==> config.mk <==
export PLATFORM = sky130hd
export DESIGN_NAME = guess_controller_flat
export DESIGN_NICKNAME = d
export VERILOG_FILES = /design/src/rtl/guess_if.sv /design/src/rtl/guess_controller.sv /design/src/flat_wrapper.sv
export SDC_FILE = /design/constraint.sdc
export NUM_CORES = 1
export LEC_CHECK = 0
export ABC_AREA = 1
export CORE_ASPECT_RATIO = 1.1
export CORE_UTILIZATION = 35
export CTS_CLUSTER_DIAMETER = 100
export DETAILED_ROUTE_END_ITERATION = 10
export HOLD_SLACK_MARGIN = 0.1
export PLACE_DENSITY = 0.75
export SKIP_LAST_GASP = 1
export SLEW_MARGIN = 20
export SYNTH_ARGS = -nofsm -noshare
export SYNTH_HDL_FRONTEND = slang
export SYNTH_SLANG_ARGS = --single-unit
==> constraint.sdc <==
create_clock -name clk -period 1.8 [get_ports clk]
set_clock_uncertainty 0.15 [all_clocks]
set_input_delay 0.36 -clock clk [delete_from_list [all_inputs] [get_ports clk]]
set_output_delay 0.36 -clock clk [all_outputs]
set_load 0.01 [all_outputs]
==> src/rtl/guess_if.sv <==
// guess_if: buttons, feedback scores and game results exchanged with guess_controller.
interface guess_if #(parameter int TURN_W = 4);
    logic              btn_inc, btn_next, btn_submit;
    logic [1:0]        fb1, fb2, fb3, fb4;
    logic [2:0]        guess1, guess2, guess3, guess4;
    logic [1:0]        sel;
    logic [TURN_W-1:0] turn;
    logic [1:0]        res1, res2, res3, res4;
    logic              win, lose, new_game;
    logic [TURN_W-1:0] hist_idx;
    logic [11:0]       hist_guess;
    logic [7:0]        hist_fb;
    modport master (
        output btn_inc, btn_next, btn_submit, fb1, fb2, fb3, fb4, hist_idx,
        input  guess1, guess2, guess3, guess4, sel, turn, res1, res2, res3, res4,
               win, lose, new_game, hist_guess, hist_fb
    );
    modport slave (
        input  btn_inc, btn_next, btn_submit, fb1, fb2, fb3, fb4, hist_idx,
        output guess1, guess2, guess3, guess4, sel, turn, res1, res2, res3, res4,
               win, lose, new_game, hist_guess, hist_fb
    );
endinterface

==> src/rtl/guess_controller.sv <==
// guess_controller: Mastermind player side - guess entry, feedback capture, turn count, win/lose.
// Optional per-turn guess/feedback history enabled by defining GUESS_HISTORY_EN.
module guess_controller #(
    parameter int NUM_COLORS = 6,
    parameter int MAX_TURNS  = 10,
    parameter int TURN_W     = 4
) (
    input logic   clk,
    input logic   rst,
    guess_if.slave bus
);
    typedef enum logic [2:0] {ENTRY, EVAL, CHECK, WIN, LOSE} state_t;
    localparam logic [2:0]        CMAX = 3'(NUM_COLORS - 1);
    localparam logic [TURN_W-1:0] LAST = TURN_W'(MAX_TURNS - 1);
    state_t            state, state_n;
    logic [2:0]        g [4];
    logic [1:0]        r [4];
    logic [1:0]        sel;
    logic [TURN_W-1:0] turn;
    logic              ng, all_exact, restart;
    assign all_exact = bus.fb1 == 2'd2 && bus.fb2 == 2'd2 && bus.fb3 == 2'd2 && bus.fb4 == 2'd2;
    assign restart   = (state == WIN || state == LOSE) && bus.btn_submit;
    always_ff @(posedge clk) state <= rst ? ENTRY : state_n;
    always_comb begin
        state_n = state;
        case (state)
            ENTRY:   state_n = bus.btn_submit ? EVAL : ENTRY;
            EVAL:    state_n = CHECK;
            CHECK:   state_n = all_exact ? WIN : (turn == LAST) ? LOSE : ENTRY;
            default: state_n = bus.btn_submit ? ENTRY : state;
        endcase
    end
    always_ff @(posedge clk) begin
        ng <= rst || restart;
        if (rst || restart) begin
            g    <= '{default: '0};
            r    <= '{default: '0};
            sel  <= '0;
            turn <= '0;
        end else if (state == ENTRY && !bus.btn_submit) begin
            if (bus.btn_next)
                sel <= sel + 2'd1;
            else if (bus.btn_inc)
                g[sel] <= (g[sel] == CMAX) ? 3'd0 : g[sel] + 3'd1;
        end else if (state == CHECK) begin
            r    <= '{bus.fb1, bus.fb2, bus.fb3, bus.fb4};
            turn <= turn + 1'b1;
            if (!all_exact && turn != LAST)
                sel <= '0;
        end
    end
    assign bus.guess1   = g[0];
    assign bus.guess2   = g[1];
    assign bus.guess3   = g[2];
    assign bus.guess4   = g[3];
    assign bus.res1     = r[0];
    assign bus.res2     = r[1];
    assign bus.res3     = r[2];
    assign bus.res4     = r[3];
    assign bus.sel      = sel;
    assign bus.turn     = turn;
    assign bus.win      = state == WIN;
    assign bus.lose     = state == LOSE;
    assign bus.new_game = ng;
`ifdef GUESS_HISTORY_EN
    logic [11:0] hg [MAX_TURNS];
    logic [7:0]  hf [MAX_TURNS];
    always_ff @(posedge clk) begin
        if (rst || restart) begin
            hg <= '{default: '0};
            hf <= '{default: '0};
        end else if (state == CHECK) begin
            hg[turn] <= {g[0], g[1], g[2], g[3]};
            hf[turn] <= {bus.fb1, bus.fb2, bus.fb3, bus.fb4};
        end
    end
    // Entries not yet written this game read as zero regardless of stale contents
    assign bus.hist_guess = (bus.hist_idx < turn) ? hg[bus.hist_idx] : '0;
    assign bus.hist_fb    = (bus.hist_idx < turn) ? hf[bus.hist_idx] : '0;
`else
    logic unused_idx;
    assign unused_idx     = ^bus.hist_idx;
    assign bus.hist_guess = '0;
    assign bus.hist_fb    = '0;
`endif
endmodule

==> src/flat_wrapper.sv <==
// flat-port wrapper written by rule: the top's interface ports become plain ports
module guess_controller_flat 
#(
    parameter int NUM_COLORS = 6,
    parameter int MAX_TURNS  = 10,
    parameter int TURN_W     = 4
)
  (clk, rst, bus_btn_inc, bus_btn_next, bus_btn_submit, bus_fb1, bus_fb2, bus_fb3, bus_fb4, bus_hist_idx, bus_guess1, bus_guess2, bus_guess3, bus_guess4, bus_sel, bus_turn, bus_res1, bus_res2, bus_res3, bus_res4, bus_win, bus_lose, bus_new_game, bus_hist_guess, bus_hist_fb);
  guess_if #(.TURN_W(TURN_W)) bus_i ();
  input logic clk;
  input logic rst;
  input wire logic [$bits(bus_i.btn_inc)-1:0] bus_btn_inc;
  input wire logic [$bits(bus_i.btn_next)-1:0] bus_btn_next;
  input wire logic [$bits(bus_i.btn_submit)-1:0] bus_btn_submit;
  input wire logic [$bits(bus_i.fb1)-1:0] bus_fb1;
  input wire logic [$bits(bus_i.fb2)-1:0] bus_fb2;
  input wire logic [$bits(bus_i.fb3)-1:0] bus_fb3;
  input wire logic [$bits(bus_i.fb4)-1:0] bus_fb4;
  input wire logic [$bits(bus_i.hist_idx)-1:0] bus_hist_idx;
  output wire logic [$bits(bus_i.guess1)-1:0] bus_guess1;
  output wire logic [$bits(bus_i.guess2)-1:0] bus_guess2;
  output wire logic [$bits(bus_i.guess3)-1:0] bus_guess3;
  output wire logic [$bits(bus_i.guess4)-1:0] bus_guess4;
  output wire logic [$bits(bus_i.sel)-1:0] bus_sel;
  output wire logic [$bits(bus_i.turn)-1:0] bus_turn;
  output wire logic [$bits(bus_i.res1)-1:0] bus_res1;
  output wire logic [$bits(bus_i.res2)-1:0] bus_res2;
  output wire logic [$bits(bus_i.res3)-1:0] bus_res3;
  output wire logic [$bits(bus_i.res4)-1:0] bus_res4;
  output wire logic [$bits(bus_i.win)-1:0] bus_win;
  output wire logic [$bits(bus_i.lose)-1:0] bus_lose;
  output wire logic [$bits(bus_i.new_game)-1:0] bus_new_game;
  output wire logic [$bits(bus_i.hist_guess)-1:0] bus_hist_guess;
  output wire logic [$bits(bus_i.hist_fb)-1:0] bus_hist_fb;
  assign bus_i.btn_inc = bus_btn_inc;
  assign bus_i.btn_next = bus_btn_next;
  assign bus_i.btn_submit = bus_btn_submit;
  assign bus_i.fb1 = bus_fb1;
  assign bus_i.fb2 = bus_fb2;
  assign bus_i.fb3 = bus_fb3;
  assign bus_i.fb4 = bus_fb4;
  assign bus_i.hist_idx = bus_hist_idx;
  assign bus_guess1 = bus_i.guess1;
  assign bus_guess2 = bus_i.guess2;
  assign bus_guess3 = bus_i.guess3;
  assign bus_guess4 = bus_i.guess4;
  assign bus_sel = bus_i.sel;
  assign bus_turn = bus_i.turn;
  assign bus_res1 = bus_i.res1;
  assign bus_res2 = bus_i.res2;
  assign bus_res3 = bus_i.res3;
  assign bus_res4 = bus_i.res4;
  assign bus_win = bus_i.win;
  assign bus_lose = bus_i.lose;
  assign bus_new_game = bus_i.new_game;
  assign bus_hist_guess = bus_i.hist_guess;
  assign bus_hist_fb = bus_i.hist_fb;
  guess_controller #(.NUM_COLORS(NUM_COLORS), .MAX_TURNS(MAX_TURNS), .TURN_W(TURN_W)) u_core (.clk(clk), .rst(rst), .bus(bus_i));
endmodule
# Yosys cells after proc, flatten, opt, wreduce, memory -nomap -nowiden

Cells that the tools add are included.

Flip-flop bits (word level): 30
Input bits: 17
Output and inout port bits: 49
Word-level logic and storage cells: 66

Add/subtract/negate cells: 3
Order comparisons: 2
Equality and inequality tests: 12
Multiplexer cells: 16
Bitwise logic cells: 3
Reductions and logical operators: 18

Operators with widths:

| operator            | number |
|---|---|
| $mux 3              | 7 |
| $bwmux 12           | 1 |
| $pmux 3 s3          | 1 |
| $eq 2x2->1 const B  | 4 |
| $mux 2              | 4 |
| $logic_and 1x1->1   | 7 |
| $bmux 3 s2          | 1 |
| $demux 3 s2         | 1 |
| $eq 3x2->1 const B  | 2 |
| $eq 3x3->1 const B  | 2 |
| $reduce_and 3->1    | 2 |
| $add 4x1->4 const B | 1 |
| $eq 4x4->1 const B  | 1 |
| $ne 4x4->1 const B  | 1 |
| $reduce_bool 2->1   | 2 |
| $reduce_bool 4->1   | 1 |
| $add 3x1->3 const B | 1 |
| $eq 3x1->1 const B  | 1 |
| $ge 3x3->1 const B  | 1 |
| $logic_not 3->1     | 1 |
| $lt 3x1->1 const B  | 1 |
| $not 2->3           | 1 |
| $add 2x1->2 const B | 1 |
| $logic_not 1->1     | 2 |
| other kinds (5)     | 7 |

# Logic depth before layout (Yosys ltp)

Gate-level depths: netlist (run 1).

Depth after elaboration: 9
Gate-level depth with buffers: 11
Gate-level depth less buffers: 10

# Worst setup path before layout (run 1)

No wires, ideal clock.

Path type: flip-flop to flip-flop
Start point: register u_core.sel[0] (netlist: u_core.bus.sel[0])
End point: register u_core.g (netlist bit u_core.bus.guess3[2])
Setup time: 0.109 ns
Arrival time: 1.161 ns
Required time: 1.541 ns
Path slack: 0.380 ns
Cell stages (with the launch flop): 11
Buffers on the path: 1
Period minus slack after synthesis: 1.420 ns
Cell sequence: dfxtp_1 > buf_6 > inv_2 > nand2_1 > nand3_1 > nand2_2 > inv_2 > nand2_1 > nand3_1 > nand2_1 > inv_1

Cells in the longest elaborated chain, start to end: 7
Elaborated cells on any way between the ends: 13
Classes of those cells: add/sub (1); order compare (2); eq/ne (1); mux (7); bitwise (1); reduce/logical (1)

RTL lines:

| item                                             | line                   | text |
|---|---|---|
| start: declaration                               | guess_controller.sv:18 | `logic [1:0] sel;` |
| start signal: assignment                         | guess_controller.sv:42 | `sel <= sel + 2'd1;` |
| $not 2->3 (*)                                    | guess_controller.sv:44 | `g[sel] <= (g[sel] == CMAX) ? 3'd0 : g[sel] + 3'd1;` |
| $bmux 3 s2                                       | guess_controller.sv:44 |  |
| $mux 3 (implied by the code) (2 in a row)        | guess_controller.sv:44 |  |
| $add 3x1->3 / $eq 3x3->1 (equally long branches) | guess_controller.sv:44 |  |
| $mux 3                                           | guess_controller.sv:44 |  |
| $bwmux 12 (*)                                    | guess_controller.sv:44 |  |
| end signal: indexed assignment                   | guess_controller.sv:44 |  |
| end: declaration                                 | guess_controller.sv:16 | `logic [2:0] g [4];` |

Mark *: on every way between the ends. The rest lies on a longest branch, timed or not. The select of a mux whose other input is x is not followed.
A chain may end at the register's enable or synchronous reset.

# Worst setup path after layout (run 1)

Start point: register u_core.sel[0] (netlist: u_core.bus.sel[0])
End point: output port bus_sel[0]

RTL lines:

| item             | line               | text |
|---|---|---|
| end: declaration | flat_wrapper.sv:24 | `output wire logic [$bits(bus_i.sel)-1:0] bus_sel;` |

No word-level cell between the ends.

==> results by stage, run 1 <==
Clock network:
- The clock buffer count from CTS is 5.
- The clock tree from TritonCTS is done.
- The latest clock arrival within the worst-skew pair is 0.27 ns.
- The count of buffers added by post-CTS timing repair for setup is 0.
- The clock net in this run drives a total of 30 sinks.
- The maximum count of clock buffers along a single path is 2.
- After clock tree synthesis, the clock-pin slew on the worst setup and hold paths is 0.06 ns.
- The number of levels the H-tree was split into is 2.
- The root buffer cell is clkbuf_8.

Yosys:
- The share of flip-flops with an asynchronous set or reset after synthesis is 0%.
- The fraction of synthesized cell area taken by the top area cell type is 34.0%.
- After synthesis the netlist holds a flip-flop and latch count of 30.
- During synthesis, Yosys emitted a total of 0 warnings.
- The flip-flop cell with the highest count after synthesis is dfxtp_1.
- After synthesis the cells add up to 0.00176 mm².
- The largest area contributor in the synthesized netlist is dfxtp_1.
- Of the synthesized area, sequential elements account for 34.0%.
- After synthesis, the mean cell area works out to 6.84 µm².
- In this run, synthesis inferred 0 flip-flops with an integrated enable.
- Sorting the synthesized cells by area gives the leading types as dfxtp_1 (34%), nand2_1 (15%), buf_4 (8.9%).
- The number of instances in the synthesized netlist is 258.
- In the synthesized netlist, the cells that appear most often are nand2_1 (71), inv_1 (34), dfxtp_1 (30), nand3_1 (23), buf_4 (21).
- In this run, distinct cell masters in the synthesized netlist total 26.
- The most common cell in the synthesized netlist is nand2_1.

Global routing:
- The overall track demand over capacity in global routing is 15.0%.
- Global routing finished with a remaining overflow of 0.
- The number of antenna violations at the first check in global routing is 0.
- The wire length of the first global-routing pass is 6.49 mm.
- Entering global routing, the biggest net connects 15 pins.
- The number of global-route vias before repair is 1490.

Floorplan:
- In this run the count of I/O pins placed on the die edge is 66.
- The standard-cell row count is 26.
- For this configuration, the core starts out at a cell density of 37.1%.
- The die is 76.5 µm tall.
- The placeable core area is 0.00475 mm².
- The die outline width is 69.7 µm.
- The die outline area is 0.00533 mm².

Place:
- At the placement stage, the worst setup path has a slack of -0.0253 ns.
- The wire-length estimate of the detail-placed layout is 2.96 mm.
- The final estimated routing congestion in global placement is 0.857.
- In this run the cell area measured after placement is 0.00221 mm².
- The number of placed instances, taps included, is 360.
- The count of buffers inserted at the top-level ports is 41.

Layout:
- The signed area change from the synthesized netlist to the final layout is 32.3%.
- Of the cells placed in the final design, the portion with a size suffix greater than 1 is 14.4%.
- The total number of nets in the final design is 334.
- The number of antenna diodes in the final layout is 0.
- For this run, the number of standard cells in the final layout without fillers is 368.
- The finished cells cover 0.00233 mm².

Setup path:
- STA classifies the critical path endpoint as an output pin.
- The total buffers and inverters traversed by the critical path is 1.
- The startpoint identified for the worst register-to-register timing path is u_core.state[0].
- In this design, the stage delay of the slowest critical-path cell is 0.56 ns.
- The cell with the biggest individual delay on the critical path is clkdlybuf4s50_1.
- The critical path goes through clkdlybuf4s50_1.
- The reg-to-reg endpoint is u_core.bus.guess2[1].
- The highest net fanout along the worst path is 7.
- The startpoint-to-endpoint class of the critical path is reg2out.
- The critical path data arrival time is 1.23 ns.
- In this run the register-to-register setup slack is 0.23 ns.
- The required time at the endpoint of the critical path is 1.29 ns.
- The kind of cell with the highest combined delay along the critical path is buffers and inverters.
- The kind of start point of the critical path is a flip-flop.
- The depth of the worst register-to-register path is 9.

Timing:
- The worst path uses 96.8% of the clock period.
- The max-slew violation total from the final report is 0.
- The final period demand of the worst path is 1.74 ns.
- The count of final hold-check violations came to 0.
- Based on the critical path, the design can be clocked at up to 574 MHz.
- Setup repair after global routing left no endpoint under its margin.
- The number of failing setup endpoints in the final timing report is 0.
- The worst-case hold slack is 0.311 ns.
- In the post-route analysis, the smallest setup slack over all paths is 0.0582 ns.

Hold path:
- The number of stages on the worst hold path is 2.
- For hold timing, the worst endpoint is u_core.bus.res3[0].
- The class of the tightest hold or removal check is reg2reg.
- The worst hold path begins at u_core.bus.res3[0].

Power and ir drop:
- Internal power comes to 1.20 mW.
- Combinational logic is responsible for 17.5% of the overall power.
- The net switching share of the total power is 26.0%.
- The power dissipated by switching net loads is 420 µW.
- The part of the power in registers is 43.9%.
- The power per unit of standard cell area is 693 mW/mm².
- The clock network burns 38.7% of the power.
- The maximum vdd drop is 0.454 mV.
- The total power draw is 1.62 mW.
- Summed over all cells, the static leakage comes to 1.08 nW.

Routing:
- The number of remaining DRC errors is 0.
- The routed via count divided by cell count is 4.41.
- After detailed routing, the average wire length per cell comes to 10.2 µm.
- Detailed routing inserted a total of 1623 vias.
- The first routing iteration left 91 violations.
- For this block, the routed nets add up to 3.75 mm of wire.
- For this run, the detailed router's first-pass iteration total came to 4.
- The remaining number of nets flagged by the antenna check after routing is 0.

Run:
- The tool flagged a number of max-cap violations equal to 0.

Status:
- The run finished with clean final reports.
registers in the layout, indices dropped and copies added (netlist names):
name / count
u_core.bus.guess1: 3
u_core.bus.guess2: 3
u_core.bus.guess3: 3
u_core.bus.guess4: 3
u_core.bus.new_game: 1
u_core.bus.res1: 2
u_core.bus.res2: 2
u_core.bus.res3: 2
u_core.bus.res4: 2
u_core.bus.sel: 2
u_core.bus.turn: 4
u_core.state: 3
power by group through the flow:
stage,Clock (mW),Combinational (mW),Sequential (mW)
final,0.625,0.283,0.709
after global routing,0.685,0.317,0.713
after CTS,0.648,0.282,0.708
after detailed placement,0,0.281,0.722
after global placement,0,0.275,0.722
after floorplan,0,0.197,0.728
per-stage QoR:
stage	util, %	setup TNS [ns]
2_1_floorplan	-	0
3_3_place_gp	46.6	-0.00861
3_5_place_dp	46.6	-0.0479
4_1_cts	49.0	0
5_1_grt	49.1	0
6_report	49.1	0
area by class of cell:
type / count / area, µm²
fill: 484 / 2420
multi-input combinational: 181 / 887
sequential: 30 / 607
timing repair buffer: 52 / 503
inverter: 41 / 156
clock buffer: 8 / 110
tap: 56 / 70.1
layer usage:
layer	track usage (%)	share of wire [%]
met5	0	0
met3	3.70	3.5
met2	27.4	54
met4	4.40	0.93
met1	17.0	42
how the worst max path moves through the flow:
stage | to | slack (ns) | cells past startpoint | start
after floorplan | u_core.bus.guess3[2] | 0.38 | 10 | u_core.bus.sel[0]
after global placement | u_core.bus.guess1[1] | -0.005 | 9 | bus_btn_submit
after detailed placement | u_core.bus.guess1[2] | -0.03 | 9 | bus_btn_submit
after CTS | bus_turn[0] | 0.02 | 1 | u_core.bus.turn[0]
after global routing | bus_sel[0] | 0.004 | 1 | u_core.bus.sel[0]
final | bus_sel[0] | 0.06 | 1 | u_core.bus.sel[0]
repair_timing:
item,4_1_cts,5_1_grt
hold buffers,0,0
resized for setup,5,3
endpoints found under the setup margin,3,3
logic make-up (layout without fill, tap and decap cells):
logic type	Yosys count	after routing	synth area share, %
AND/OR/NAND/NOR	125	125	31.6
buffers and inverters	66	101	20.0
flip-flops	30	30	34.0
AO/OA/AOI/OAI	29	29	9.43
adder cells (fa/ha/maj)	6	6	4.26
other	1	20	0.213
XOR/XNOR	1	1	0.497
cells in the final DEF (no fill, tap or decap):
cell / count
buf_12: 1
dlygate4sd2_1: 2
clkinv_2: 2
clkbuf_8: 8
inv_2: 3
buf_4: 10
nand3_2: 1
nor2_1: 17
clkinv_1: 2
nor3_1: 1
inv_1: 34
nand3_4: 1
o21ai_0: 5
or2_2: 1
conb_1: 20
a21oi_2: 4
o311ai_1: 1
nand3_1: 23
nor2_4: 2
dfxtp_1: 25
or2_0: 1
nand2_1: 71
nand2_4: 1
o21a_1: 1
nand2_2: 6
ha_1: 6
xor2_1: 1
a21oi_1: 18
dfxtp_2: 5
clkdlybuf4s50_1: 39
Power figures use the tool's default switching activity.
==> run 2: changes to the inputs <==
GPL_ROUTABILITY_DRIVEN = 0   (was not set)
==> results of run 2 <==
Final layout, timing and power as in run 1 (identical DEF).
==> run 3: changes to the inputs <==
CAP_MARGIN = 20   (was not set)
clock period = 2.2 ns   (was 1.8 ns; I/O delays follow)
==> run 3 against run 2 <==
  * Final area is 2.0% lower
  * Wire length is 0.72% higher
  * Non-clock buffer count is 8 lower
  * Setup slack better by 0.065 ns
  * Core utilization is 0.97 points lower
  * Sequential power is 18% lower
  * Critical path type unchanged
  * Critical endpoint unchanged
==> results by stage, run 3 (synthesized netlist as in run 1, its figures left out) <==
Clock network:
- The maximum count of clock buffers along a single path is 2 (unchanged).
- TritonCTS built the clock tree.
- The clock buffer count from CTS is 5 (unchanged).
- The root buffer cell is clkbuf_8.
- The number of levels the H-tree was split into is 2 (unchanged).
- The number of sinks driven by the clock tree came to 30 (unchanged).
- The clock slew seen by the registers of the worst setup and hold paths is 0.07 ns (about the same).
- The latest clock arrival within the worst-skew pair is 0.28 ns (about the same).

Layout:
- In the layout the commonest cells are nand2_1 (71), clkdlybuf4s50_1 (41), inv_1 (34), dfxtp_1 (28), nand3_1 (23).
- The final-layout fill cell count was 471 (-2.7%).
- The sequential cell area is 603 µm² (-0.62%).
- The count of inserted antenna diode cells is 0 (unchanged).
- Leaving out fill and tap cells, the most frequent cell in the layout is nand2_1.
- Compared with the post-synthesis result, the final layout area differs by 29.6%.
- More flip-flops sit in one register than any other, and that register is u_core.bus.turn.
- The fraction of final layout cells with drive strength greater than 1 is 11.2% (-3.2 points).
- The flip-flop count of the largest register after layout is 4 (unchanged).
- The area occupied by multi-input gates came to 882 µm² (-0.56%).
- The total number of nets in the final design came to 326 (-2.4%).

Floorplan:
- The height of the die was 76.5 µm (unchanged).
- The effective utilization at floorplan was 37.1% (unchanged).
- The die outline area was 0.00533 mm² (unchanged).
- The number of placed I/O pins was 66 (unchanged).
- The placeable core area is 0.00475 mm² (unchanged).
- The die outline width was 69.7 µm (unchanged).
- The standard-cell row count is 26 (unchanged).

Setup path:
- The total buffers and inverters traversed by the critical path came to 1 (unchanged).
- STA classifies the critical path startpoint as a flip-flop.
- Walking the worst path, the cells encountered are clkdlybuf4s50_1.
- The startpoint-to-endpoint class of the critical path is reg2out.
- The critical path's largest stage delay is 0.62 ns (+0.06 ns).
- The beginning of the worst register-to-register path is u_core.bus.sel[0].
- The highest net fanout along the worst path was 11 (+4).
- STA classifies the critical path endpoint as an output pin.
- The cell with the biggest individual delay on the critical path is clkdlybuf4s50_1.
- The family with the most delay on the worst path is buffers and inverters.
- The critical path launch point is u_core.bus.sel[0].
- The required time at the endpoint of the critical path is 1.61 ns (+0.32 ns).
- The critical path data arrival time is 1.49 ns (+0.26 ns).

Timing:
- Setup repair after global routing left no endpoint under its margin.
- The ratio of final minimum period to clock period is 94.4%.
- The count of final hold-check violations was 0 (unchanged).
- The final period demand of the worst path is 2.08 ns.
- The number of failing setup endpoints in the final timing report is 0 (unchanged).
- The total negative slack for setup checks was 0 ns (unchanged).
- Timing would allow up to 481 MHz.
- The max-slew violation total from the final report was 0 (unchanged).

Global routing:
- The aggregate global routing overflow is 0 (unchanged).
- The overall track demand over capacity in global routing is 15.2% (+0.23 points).
- The number of global-route vias before repair was 1515 (+1.7%).
- The wire length of the first global-routing pass is 6.45 mm (-0.63%).
- The pin count of the biggest net entering global routing is 15 (unchanged).
- The number of antenna violations at the first check in global routing is 0 (unchanged).

Power and ir drop:
- The leakage power figure came to 1.03 nW (-4.3%).
- The maximum vdd drop is 0.256 mV (-44%).
- The power per unit of standard cell area was 652 mW/mm² (-6.0%).
- The total power draw is 1.49 mW (-7.8%).

Routing:
- The total routed wirelength is 3.78 mm (+0.72%).
- The remaining number of nets flagged by the antenna check after routing is 0 (unchanged).
- The number of DRC violations after detailed-routing iteration 0 was 56 (-38%).
- The number of remaining DRC errors is 0 (unchanged).
- The via count is 1627 (+0.25%).
- The iteration count of the initial detailed-routing pass is 4 (unchanged).
- The final routed wire length divided by cell count is 10.5 µm (+3.0%).
- The routed via count divided by cell count is 4.52 (+2.5%).

Place:
- The count of buffers inserted at the top-level ports came to 41 (unchanged).
- The estimated wirelength of the detail-placed design is 2.85 mm (-3.8%).

Status:
- The run finished with clean final reports.

Run:
- The max-capacitance violation count was 0 (unchanged).

Hold path:
- The start point of the worst min-delay path is u_core.bus.res1[1].
- The class of the tightest hold or removal check is reg2reg.
-- run 3: cell count changes in the layout (fill, tap and decap cells not counted), moves of 2 or more --
cell	before	now
buf_4	10	3
dfxtp_1	25	28
dfxtp_2	5	2
bufinv_16	0	2
clkbuf_8	8	6
clkdlybuf4s50_1	39	41
dlygate4sd2_1	2	0
-- run 3: metal layers --
metal  vias up  wire length [µm]  GRT usage (%)
li1        843                 -              -
met1       727              1580           16.1
met2        45              1920           27.0
met3        12               170           4.10
met4         0               107           8.60
met5         -                 0              0
-- run 3: layout make-up --
class	instances	share of cell area (%)
Clock buffer	6	3.61
Clock inverter	2	2.63
Inverter	41	6.84
Multi-Input combinational cell	181	38.6
Sequential cell	30	26.4
Tap cell	56	3.06
Timing Repair Buffer	44	18.9
-- run 3: final timing paths --
check	end	slack, ns	cells after the start
hold / removal	u_core.bus.res1[1]	0.31	2
setup / recovery	bus_sel[0]	0.12	1
hold reg to reg	u_core.bus.res1[1]	0.31	2
setup reg to reg	u_core.bus.guess3[1]	0.47	9
-- run 3: repair_timing --
item | 4_1_cts | 5_1_grt
hold buffers | 0 | 0
endpoints found under the setup margin | 0 | 2
buffers inserted | 0 | 0
endpoints found under the hold margin | 0 | 0
gates resized for setup | 0 | 2
-- run 3: worst register-to-register path, delay by kind of cell (launching register included) --
kind	cells	cell delay, ns
buffers and inverters	3	0.28
AND/OR/NAND/NOR	6	0.62
flip-flops	1	0.58
-- run 3: per-stage QoR --
stage / hold WS, ns / instances / setup WS, ns / instance area [µm²] / util (%)
floorplan: 0.333 / 277 / 0.780 / 1840 / -
global placement: 0.299 / 352 / 0.236 / 2140 / 45.1
detailed placement: 0.305 / 352 / 0.211 / 2140 / 45.1
CTS: 0.316 / 360 / 0.0392 / 2280 / 48.1
global route: 0.334 / 360 / 0.0514 / 2290 / 48.2
finish: 0.311 / 360 / 0.123 / 2290 / 48.2
-- run 3: power by group --
part | switching (mW) | internal, mW | total (mW)
Combinational | 0.127 | 0.0909 | 0.218
Clock | 0.209 | 0.483 | 0.692
Sequential | 0.0194 | 0.561 | 0.581
Total | 0.355 | 1.14 | 1.49
